`src/rtl/uart_baud_gen.sv`:
```
// -----------------------------------------------------------------------------
// uart_baud_gen
//   Fractional-N baud-rate strobe generator for a UART. Each bit period is
//   div_int clocks long. A small phase accumulator stretches selected periods
//   by one clock, so the long-run average period is div_int + div_frac/2^FRAC_W.
//   The generator emits a one-cycle end-of-bit strobe and a one-cycle mid-bit
//   strobe.
//
// Ports
//   clk      : single clock, rising edge
//   rst      : synchronous, active-high reset
//   en       : run enable; low holds the generator idle and clears its phase
//   sync     : restarts the bit period on this edge (RX start-edge resync)
//   div_int  : integer clocks per bit period (0 behaves as 1)
//   div_frac : fractional clocks per bit period, in units of 1/2^FRAC_W
//   stb      : registered strobe in the cycle after the last edge of a period
//   half     : registered strobe in the cycle after the mid-period edge
// -----------------------------------------------------------------------------
module uart_baud_gen #(
  parameter int DIV_W  = 16,
  parameter int FRAC_W = 4
) (
  input  logic              clk,
  input  logic              rst,
  input  logic              en,
  input  logic              sync,
  input  logic [DIV_W-1:0]  div_int,
  input  logic [FRAC_W-1:0] div_frac,
  output logic              stb,
  output logic              half
);

  // One extra bit so that a maximal div_int plus the fractional carry still fits.
  localparam int CNT_W = DIV_W + 1;

  // Zero-length periods are meaningless, so a zero divisor runs as one.
  function automatic logic [CNT_W-1:0] period_len(input logic [DIV_W-1:0] d,
                                                  input logic             c);
    logic [DIV_W-1:0] d_eff;
    d_eff = (d == '0) ? DIV_W'(1) : d;
    return {1'b0, d_eff} + CNT_W'(c);
  endfunction

  // Mid-bit point: half the period length, never earlier than edge 1.
  function automatic logic [CNT_W-1:0] mid_point(input logic [CNT_W-1:0] l);
    logic [CNT_W-1:0] h;
    h = l >> 1;
    return (h == '0) ? CNT_W'(1) : h;
  endfunction

  // cnt holds how many edges of the current period have elapsed; zero means
  // the next active edge opens a new period.
  logic [CNT_W-1:0]  cnt;
  logic [FRAC_W-1:0] acc;
  logic [CNT_W-1:0]  len_q;
  logic [CNT_W-1:0]  mid_q;

  logic              start;
  logic [FRAC_W:0]   acc_sum;
  logic [CNT_W-1:0]  len_new;
  logic [CNT_W-1:0]  len_cur;
  logic [CNT_W-1:0]  mid_cur;
  logic [CNT_W-1:0]  edge_n;

  // A resync clears the accumulator before this period's fractional step is added.
  always_comb begin
    start   = sync || (cnt == '0);
    acc_sum = {1'b0, (sync ? {FRAC_W{1'b0}} : acc)} + {1'b0, div_frac};
    len_new = period_len(div_int, acc_sum[FRAC_W]);
    len_cur = start ? len_new : len_q;
    mid_cur = start ? mid_point(len_new) : mid_q;
    edge_n  = start ? CNT_W'(1) : cnt + CNT_W'(1);
  end

  // ---- period state and registered strobes ----
  always_ff @(posedge clk) begin
    if (rst || !en) begin
      cnt  <= '0;
      acc  <= '0;
      stb  <= 1'b0;
      half <= 1'b0;
    end else begin
      stb  <= (edge_n == len_cur);
      half <= (edge_n == mid_cur);
      cnt  <= (edge_n == len_cur) ? '0 : edge_n;
      if (start) acc <= acc_sum[FRAC_W-1:0];
    end
  end

  // Period length and mid point are latched at period start only, so divisor
  // changes mid-period wait for the next period. Pure data: no reset needed.
  always_ff @(posedge clk) begin
    if (en && !rst && start) begin
      len_q <= len_new;
      mid_q <= mid_point(len_new);
    end
  end

endmodule

```
`config.mk`:
```
export PLATFORM = sky130hd
export DESIGN_NAME = uart_baud_gen
export DESIGN_NICKNAME = d
export VERILOG_FILES = /design/src/rtl/uart_baud_gen.sv
export SDC_FILE = /design/constraint.sdc
export NUM_CORES = 1
export LEC_CHECK = 0
export CORE_ASPECT_RATIO = 0.5
export CORE_MARGIN = 1
export CORE_UTILIZATION = 50
export CTS_CLUSTER_DIAMETER = 30
export CTS_CLUSTER_SIZE = 25
export DETAILED_ROUTE_END_ITERATION = 7
export HOLD_SLACK_MARGIN = 0.02
export PLACE_DENSITY = 0.7
export RECOVER_POWER = 100
export SLEW_MARGIN = 15
export SYNTH_ARGS = -nofsm -noshare
export SYNTH_HDL_FRONTEND = slang
export SYNTH_SLANG_ARGS = --single-unit
```
`constraint.sdc`:
```
create_clock -name clk -period 5.6 [get_ports clk]
set_input_delay 1.12 -clock clk [delete_from_list [all_inputs] [get_ports clk]]
set_output_delay 1.12 -clock clk [all_outputs]
set_load 0.01 [all_outputs]
```
==> metrics.txt, run 1 <==
die area=7266 sq um; post-route cell area=3880 sq um; Max Clock Freq=186.6 MHz; gr usage total=23.94%; final hold vios=0; largest fanout on the critical path=15; Initial Util=54.35%; status=complete, but fails checks; Logic pwr share=10.3%; Area after DPL=3771 sq um; clock sink count=56; routed len/inst=17.87 microns; Syn. warnings=0; Tot Pwr=0.8668 mW; count leader, synth=edfxtp_1; HP Start=mid_q[14]; multi-input logic area=1844 sq um; Final Critical Period=5360 ps; placer congestion estimate=0.8927; CP startpoint kind=primary input; Post-CTS Setup Bufs=0; r2r endpoint=cnt[1]; mux share of post-synthesis cell area=0.3260%; CP most frequent cell=ha_1; hold depth=3; Least-Margin Pin Slew=1824 ps; Synth Area in Compound Gates=12.02%; # IOs=26; share of layout cells above drive strength 1=7.163%; worst slack, placed=116.4 ps; largest family of logic cells by synthesized area=simple AND/OR/NAND/NOR gates; switching share of power=24.00%; worst hold slack=630.0 ps; DR iter-0 viols=242; failing checks=capacitance limit, slew limit; CP Class=primary input to flip-flop; Cells after DPL=443; dominant synthesized flop cell=edfxtp_1; I/O Buffers=25; Static Leak=1.340 nW; PwrDens=223.4 nW/um^2; Sequential cell area=1451 sq um; ANT cells=0; post-synth top area share=28.69%; HP Class=flip-flop to flip-flop; WP data required=5780 ps; vias after detailed routing=2677; largest net degree at the start of global routing=34; ANT nets after route=0; syn_nets=374; Max rail drop VDD=0.1334 mV; worst-path cell chain=clkdlybuf4s50_1 -> nor2b_1 -> ha_1 -> fa_1 -> a21o_1 -> a21o_1 -> ha_1 -> ha_1 -> nand3_2 -> xnor2_1 -> or3b_2 -> nor4_1 -> a32o_1 -> nand3_2 -> o311ai_4 -> clkbuf_4 -> nor2_1; First-pass DRT Iterations=5; Hold Path Sink=half; Core ar.=6356 sq um; Top delay family on crit path=simple AND/OR/NAND/NOR gates; CTS Buffer Depth=2; max incr delay on CP=510 ps; drt total wl=8059 microns; Critical R2R Launch=acc[0]; hold_buf cts=0; PostCTS Resize Cnt=0; DIE WIDTH=119.6 microns; DR DRC count=0; CP Capture Type=flip-flop; CTS tree=yes; unrepaired setup endpoints after global routing=no; num rows=20; Synth Instances=341; Area Overhead vs Synth=12.31%; nets=395; clk slew on worst S/H paths=80 ps; Setup TNS=0 ps; Slew headroom=-21.61%; Reg2Reg Setup Slack=1180 ps; initial antenna violation count=0; Root Driver=clkbuf_16; fin. max-slew vios=34; Async SR Flop Fraction=0%; Post-synth EDFFs=33; Clk pwr share=36.8%; fin crit share=95.71%; Critical Path AT=5540 ps; fin worst setup slack=240.3 ps; Clock Skews=5.719 ps; simple-gate share of the synthesized area=21.19%; Post-Synth Adder-Cell Area=3.477%; top post-synthesis cells by area=edfxtp_1 (29%), dfxtp_1 (13%), xor2_1 (8.1%), xnor2_1 (7.4%), ha_1 (2.9%); CTS HTree Levels=2; area of the mapped netlist=3455 sq um; syn avg cell area=10.13 sq um; vias per cell=5.936; Die Height=60.78 microns; global-route wire length before repair=13030 microns; synth cell count leaders=edfxtp_1 (33), xor2_1 (32), xnor2_1 (29), dfxtp_1 (23); # Max-Cap Violations=1; FILL cells=559; Yosys cell types=60; final core occ=61.04%; grt total ovfl=0; Synth Register Bits=56; Reg power frac=52.9%; vias in the first global route=2532; Seq/Total Area, Yosys=42.01%; P_sw=0.2081 mW; clk_lat worst skew=290 ps; Post-Layout Cell Count=451; leading area contributor after synthesis=edfxtp_1; TritonCTS Buffers=5; Detail Placement HPWL=6224 microns; CP bufs+invs=2; Worst Reg-to-Reg Cells=16; Post-Synth XOR/XNOR Area=17.24%; final setup vio count=0; Slowest cell on crit path=or3b_2; P_int=0.6588 mW
## flip-flops by register name (all words and copies together), names as in the netlist
register,flops
acc,4
cnt,17
half,1
len_q,17
mid_q,16
stb,1
## layout make-up
cell class                 instances  share of cell area (%)
tap                               88                   2.838
clock inverter                     3                  0.6127
inverter                          14                   1.354
clock buffer                       5                   3.225
sequential                        56                   37.41
timing repair buffer              29                   7.030
multi-input combinational        256                   47.53
## cell families after synthesis
kind of cell | count (synthesis)
and+or+nand+nor | 131
xor gates and xnor gates | 64
DFF | 56
AOI/OAI and AO/OA | 51
buffers and inverters | 29
adders and majority gates | 9
muxes | 1
## placed cells by master, fill, tap and decap left out, types with 8 or more instances in the layout
| cell type | instances |
|---|---|
| ha_1 | 8 |
| edfxtp_1 | 33 |
| nor2_1 | 24 |
| nand2_1 | 20 |
| xor2_1 | 32 |
| nor3_1 | 18 |
| clkdlybuf4s50_1 | 23 |
| nand3_1 | 12 |
| nand4_1 | 10 |
| dfxtp_1 | 23 |
| inv_1 | 14 |
| xnor2_1 | 29 |
| nor4_1 | 10 |
## metal layers
| layer | vias up | global-route usage [%] | routed length, microns |
|---|---|---|---|
| met5 | - | 0 | 0 |
| met4 | 0 | 4.464 | 34 |
| met3 | 2 | 4.793 | 627 |
| met2 | 97 | 39.55 | 3492 |
| met1 | 1286 | 33.43 | 3904 |
| li1 | 1292 | - | - |
## worst max path at each step
stage	startpoint	endpoint	slack [ps]	cells past startpoint
after floorplan	sync	cnt[5]	980	17
final	sync	cnt[1]	240	17
after global routing	sync	cnt[10]	80	17
after detailed placement	sync	cnt[13]	120	17
after CTS	sync	cnt[13]	380	17
after global placement	sync	cnt[15]	250	17
## worst reg2reg max path: cells and delay by family, from the launching register on
family                     cells  cell delay [ps]
DFF                            1              310
xor gates and xnor gates       1              100
AOI/OAI and AO/OA              4              920
and+or+nand+nor                6             1500
adders and majority gates      4             1170
buffers and inverters          1              310
## power groups by stage
stage	Sequential (mW)	Combinational (mW)	Clock [mW]
detailed placement	0.467	0.0897	0
global route	0.460	0.0978	0.333
floorplan	0.464	0.0560	0
CTS	0.458	0.0905	0.321
finish	0.458	0.0895	0.319
global placement	0.467	0.0871	0
(Power assumes the default switching activity.)
==> run 2: changes to the inputs <==
--- a/config.mk
+++ b/config.mk
@@ -5,7 +5,7 @@
 export SDC_FILE = /design/constraint.sdc
 export NUM_CORES = 1
 export LEC_CHECK = 0
-export CORE_ASPECT_RATIO = 0.5
+export CORE_ASPECT_RATIO = 1.1
 export CORE_MARGIN = 1
 export CORE_UTILIZATION = 50
 export CTS_CLUSTER_DIAMETER = 30
==> metrics.txt, run 2 (same netlist as run 1, synthesis figures left out) <==
Reg power frac=60.5% (was 52.9%); grt total ovfl=0 (unchanged); clk_lat worst skew=310 ps (was 290 ps); worst-path cell chain=clkdlybuf4s50_1 -> nor2b_1 -> ha_1 -> fa_1 -> a21o_1 -> a21o_1 -> ha_1 -> ha_1 -> nand3_2 -> xnor2_1 -> or3b_2 -> nor4_1 -> a32o_1 -> nand3_2 -> o311ai_4 -> clkbuf_4 -> nor2_1 (unchanged); Post-CTS Setup Bufs=0 (unchanged); fin crit share=92.55% (was 95.71%); switching share of power=23.94% (was 24.00%); DR DRC count=0 (unchanged); Logic pwr share=11.6% (was 10.3%); # Max-Cap Violations=1 (unchanged); CP Capture Type=flip-flop (unchanged); Sequential cell area=1451 sq um (unchanged); PostCTS Resize Cnt=0 (unchanged); Clock Skews=6.392 ps (was 5.719 ps); # IOs=26 (unchanged); Post-Layout Cell Count=444 (was 451); Cells after DPL=436 (was 443); clock sink count=56 (unchanged); GR Util met2=39.88% (was 39.55%); CTS Buffer Depth=2 (unchanged); Die Height=89.18 microns (was 60.78 microns); die area=7245 sq um (was 7266 sq um); vias per cell=5.840 (was 5.936); worst hold slack=656.6 ps (was 630.0 ps); share of layout cells above drive strength 1=6.906% (was 7.163%); Clk pwr share=27.9% (was 36.8%); PwrDens=199.4 nW/um^2 (was 223.4 nW/um^2); TritonCTS Buffers=5 (unchanged); multi-input logic area=1844 sq um (unchanged); routed len/inst=17.42 microns (was 17.87 microns); clk slew on worst S/H paths=100 ps (was 80 ps); vias in the first global route=2509 (was 2532); status=complete, but fails checks (unchanged); largest registers=cnt: 17 flops, len_q: 17 flops, mid_q: 16 flops (unchanged); CP startpoint kind=primary input (unchanged); final setup vio count=0 (unchanged); DIE WIDTH=81.25 microns (was 119.6 microns); drt total wl=7734 microns (was 8059 microns); met1 GRT Util=30.18% (was 33.43%); Root Driver=clkbuf_8 (was clkbuf_16); largest net degree at the start of global routing=38 (was 34); most frequent cells in the layout=edfxtp_1 (33), xor2_1 (32), xnor2_1 (29), nor2_1 (24) (unchanged); CTS tree=yes (unchanged); CP most frequent cell=ha_1 (unchanged); CP Class=primary input to flip-flop (unchanged); placer congestion estimate=0.9312 (was 0.8927); FILL cells=590 (was 559); P_sw=0.1815 mW (was 0.2081 mW); First-pass DRT Iterations=4 (was 5); nets=394 (was 395); ANT cells=0 (unchanged); ANT nets after route=0 (unchanged); fin. max-slew vios=38 (was 34); hold_buf cts=0 (unchanged); Slew headroom=-92.16% (was -21.61%); DR iter-0 viols=162 (was 242); max incr delay on CP=490 ps (was 510 ps); HP Class=flip-flop to flip-flop (unchanged); Tot Pwr=0.7583 mW (was 0.8668 mW); P_int=0.5768 mW (was 0.6588 mW); Max Clock Freq=193.0 MHz (was 186.6 MHz); Setup TNS=0 ps (unchanged); commonest non-fill, non-tap cell in the layout=edfxtp_1 (unchanged); failing checks=capacitance limit, slew limit (unchanged); final hold vios=0 (unchanged); Slowest cell on crit path=or3b_2 (unchanged); gr usage total=23.20% (was 23.94%); Core ar.=6633 sq um (was 6356 sq um); Critical Path AT=5360 ps (was 5540 ps); Area Overhead vs Synth=10.07% (was 12.31%); largest fanout on the critical path=15 (unchanged); met3 GRT Util=3.265% (was 4.793%); Least-Margin Pin Slew=2872 ps (was 1824 ps); Detail Placement HPWL=6078 microns (was 6224 microns); CTS HTree Levels=2 (unchanged); final core occ=57.33% (was 61.04%); Static Leak=1.314 nW (was 1.340 nW); Max rail drop VDD=0.1204 mV (was 0.1334 mV); gr busiest metal=met2 (unchanged); Initial Util=52.08% (was 54.35%); I/O Buffers=25 (unchanged); global-route wire length before repair=12280 microns (was 13030 microns); num rows=31 (was 20); unrepaired setup endpoints after global routing=no (unchanged); WP data required=5780 ps (about the same); initial antenna violation count=0 (unchanged); Final Critical Period=5183 ps (was 5360 ps); vias after detailed routing=2593 (was 2677)
-- run 2: per-layer routing --
layer / vias up / routed length, microns
met3: 11 / 303
li1: 1282 / -
met4: 0 / 129
met1: 1228 / 3540
met5: - / 0
met2: 72 / 3761
-- run 2: critical path, delay by kind of cell --
kind	cells	cell delay, ps
fa+ha+maj	4	1160
simple gates	6	1290
compound gates	4	890
xor+xnor	1	100
buf+inv	2	800
-- run 2: worst paths after layout --
check,end,cells past startpoint,start,slack (ps)
worst max-delay path,cnt[12],17,sync,420
worst min register to register,acc[3],2,acc[3],660
worst min-delay path,acc[3],2,acc[3],660
worst max register to register,len_q[9],3,cnt[3],1220
-- run 2: layout make-up --
type                    instances  share of cell area, %
clock inverters                 3                 0.3620
clock buffers                   5                  1.810
well taps                      82                  2.698
inverters                      14                  1.382
multi-input cells             256                  48.50
repair buffers                 28                  7.075
flip-flops and latches         56                  38.17
-- run 2: stage by stage --
stage | cell area (sq um) | setup slack, ps
4_1_cts | 3844 | 463.2
2_1_floorplan | 3455 | 976.7
6_report | 3802 | 417.4
3_5_place_dp | 3761 | 159.8
3_3_place_gp | 3761 | 274.6
5_1_grt | 3802 | 93.47
-- run 2: power groups by stage --
stage / sequential (mW) / combinational (mW) / clock [mW]
finish: 0.459 / 0.0876 / 0.212
global route: 0.460 / 0.0961 / 0.229
CTS: 0.458 / 0.0891 / 0.215
detailed placement: 0.468 / 0.0887 / 0
global placement: 0.467 / 0.0870 / 0
floorplan: 0.464 / 0.0560 / 0
==> run 3: changes to the inputs <==
--- a/config.mk
+++ b/config.mk
@@ -14,7 +14,7 @@
 export HOLD_SLACK_MARGIN = 0.02
 export PLACE_DENSITY = 0.7
 export RECOVER_POWER = 100
-export SLEW_MARGIN = 15
+export SLEW_MARGIN = 40
 export SYNTH_ARGS = -nofsm -noshare
 export SYNTH_HDL_FRONTEND = slang
 export SYNTH_SLANG_ARGS = --single-unit
==> metrics.txt, run 3 (same netlist as run 1, synthesis figures left out) <==
status=complete, but fails checks (unchanged); failing checks=capacitance limit (was capacitance limit, slew limit); hold_buf cts=0 (unchanged); largest fanout on the critical path=15 (unchanged); PwrDens=199.2 nW/um^2 (was 199.4 nW/um^2); clk_lat worst skew=300 ps (was 310 ps); DIE WIDTH=81.25 microns (unchanged); Detail Placement HPWL=6168 microns (was 6078 microns); CP most frequent cell=ha_1 (unchanged); Post-CTS Setup Bufs=0 (unchanged); largest net degree at the start of global routing=21 (was 38); Core ar.=6633 sq um (unchanged); placer congestion estimate=0.9312 (unchanged); # IOs=26 (unchanged); worst hold slack=667.3 ps (was 656.6 ps); Max rail drop VDD=0.1277 mV (was 0.1204 mV); grt total ovfl=0 (unchanged); CP Class=primary input to flip-flop (unchanged); CP bufs+invs=2 (unchanged); HP Start=acc[3] (unchanged); GR Util met2=40.18% (was 39.88%); worst-path cell chain=clkdlybuf4s50_1 -> nor2b_1 -> ha_1 -> fa_1 -> a21o_1 -> a21o_1 -> ha_1 -> ha_1 -> nand3_2 -> xnor2_1 -> or3b_2 -> nor4_1 -> a32o_1 -> nand3_1 -> o311ai_4 -> buf_4 -> nor2_1 (was clkdlybuf4s50_1 -> nor2b_1 -> ha_1 -> fa_1 -> a21o_1 -> a21o_1 -> ha_1 -> ha_1 -> nand3_2 -> xnor2_1 -> or3b_2 -> nor4_1 -> a32o_1 -> nand3_2 -> o311ai_4 -> clkbuf_4 -> nor2_1); gr usage total=23.34% (was 23.20%); First-pass DRT Iterations=4 (unchanged); unrepaired setup endpoints after global routing=no (unchanged); Max Clock Freq=193.6 MHz (was 193.0 MHz); ANT nets after route=0 (unchanged); vias in the first global route=2506 (was 2509); Initial Util=52.08% (unchanged); fin crit share=92.24% (was 92.55%); Critical Path AT=5340 ps (was 5360 ps); DR DRC count=0 (unchanged); CTS HTree Levels=2 (unchanged); Sequential cell area=1451 sq um (unchanged); CTS Buffer Depth=2 (unchanged); Clock Skews=7.793 ps (was 6.392 ps); Static Leak=1.315 nW (was 1.314 nW); HP Class=flip-flop to flip-flop (unchanged); Area Overhead vs Synth=10.03% (was 10.07%); ANT cells=0 (unchanged); most frequent cells in the layout=edfxtp_1 (33), xor2_1 (32), xnor2_1 (29), nor2_1 (24) (unchanged); Final Critical Period=5165 ps (was 5183 ps); clk slew on worst S/H paths=100 ps (about the same); Die Height=89.18 microns (unchanged); final setup vio count=0 (unchanged); initial antenna violation count=0 (unchanged); drt total wl=7714 microns (was 7734 microns); clock sink count=56 (unchanged); share of layout cells above drive strength 1=6.612% (was 6.906%); CP startpoint kind=primary input (unchanged); met1 GRT Util=30.32% (was 30.18%); global-route wire length before repair=12390 microns (was 12280 microns); nets=395 (was 394); commonest non-fill, non-tap cell in the layout=edfxtp_1 (unchanged); die area=7245 sq um (unchanged); TritonCTS Buffers=5 (unchanged); DR iter-0 viols=132 (was 162); final hold vios=0 (unchanged); vias after detailed routing=2600 (was 2593); max incr delay on CP=490 ps (about the same); CP Launch Point=sync (unchanged); FILL cells=599 (was 590); largest registers=cnt: 17 flops, len_q: 17 flops, mid_q: 16 flops (unchanged); CP Capture Type=flip-flop (unchanged); multi-input logic area=1839 sq um (was 1844 sq um); Slowest cell on crit path=or3b_2 (unchanged); gr busiest metal=met2 (unchanged); CTS tree=yes (unchanged); PostCTS Resize Cnt=0 (unchanged); Critical R2R Launch=acc[0] (was cnt[3]); fin. max-slew vios=0 (was 38); Root Driver=clkbuf_8 (unchanged); # Max-Cap Violations=1 (unchanged); WP data required=5780 ps (about the same); I/O Buffers=25 (unchanged); Top delay family on crit path=simple AND/OR/NAND/NOR gates (unchanged); met3 GRT Util=2.857% (was 3.265%); Least-Margin Pin Slew=1488 ps (was 2872 ps); num rows=31 (unchanged); routed len/inst=17.33 microns (was 17.42 microns); Setup TNS=0 ps (unchanged); Slew headroom=0.4069% (was -92.16%); vias per cell=5.843 (was 5.840)
==> run 3: cell types whose count changed in the layout (fill, tap and decap cells not counted), sizes merged <==
cell | previous run | this run
buf | 1 | 2
==> run 3: tightest hold or removal path: stages (launching register included) <==
cell     delay (ps)
dfxtp_1         320
nor2b_1         180
a22o_1          150
==> run 3: final timing paths <==
check / cells after the start / slack, ps / to
max: 17 / 430 / cnt[12]
min: 2 / 670 / acc[3]
max reg2reg: 16 / 1330 / cnt[12]
min reg2reg: 2 / 670 / acc[3]
==> run 3: through the flow <==
stage	cell area, sq um	std cells	worst slack (ps)	util [%]	total power [mW]
3_3_place_gp	3761	436	274.6	56.71	0.5544
4_1_cts	3871	445	470.2	58.37	0.7654
5_1_grt	3801	445	151.7	57.31	0.7841
6_report	3801	445	434.7	57.31	0.7572
3_5_place_dp	3789	437	152.2	57.12	0.5588
2_1_floorplan	3455	341	976.7	-	0.5205
==> run 3: cell type report <==
type                    instances  area share [%]
clock buffers                   5           1.810
clock inverters                 3          0.3621
inverters                      14           1.382
multi-input cells             256           48.39
flip-flops and latches         56           38.18
well taps                      82           2.699
repair buffers                 29           7.176
==> run 3: per-layer routing <==
| metal | vias to the layer above | wire length (microns) |
|---|---|---|
| met5 | - | 0 |
| met4 | 0 | 150 |
| met3 | 11 | 316 |
| met2 | 72 | 3743 |
| met1 | 1226 | 3504 |
| li1 | 1291 | - |
==> run 3: power breakdown <==
group,internal (mW),total [mW],switching [mW]
sequential,0.451,0.458,0.00760
combinational,0.0407,0.0874,0.0468
clock,0.0850,0.212,0.127
total,0.576,0.757,0.181
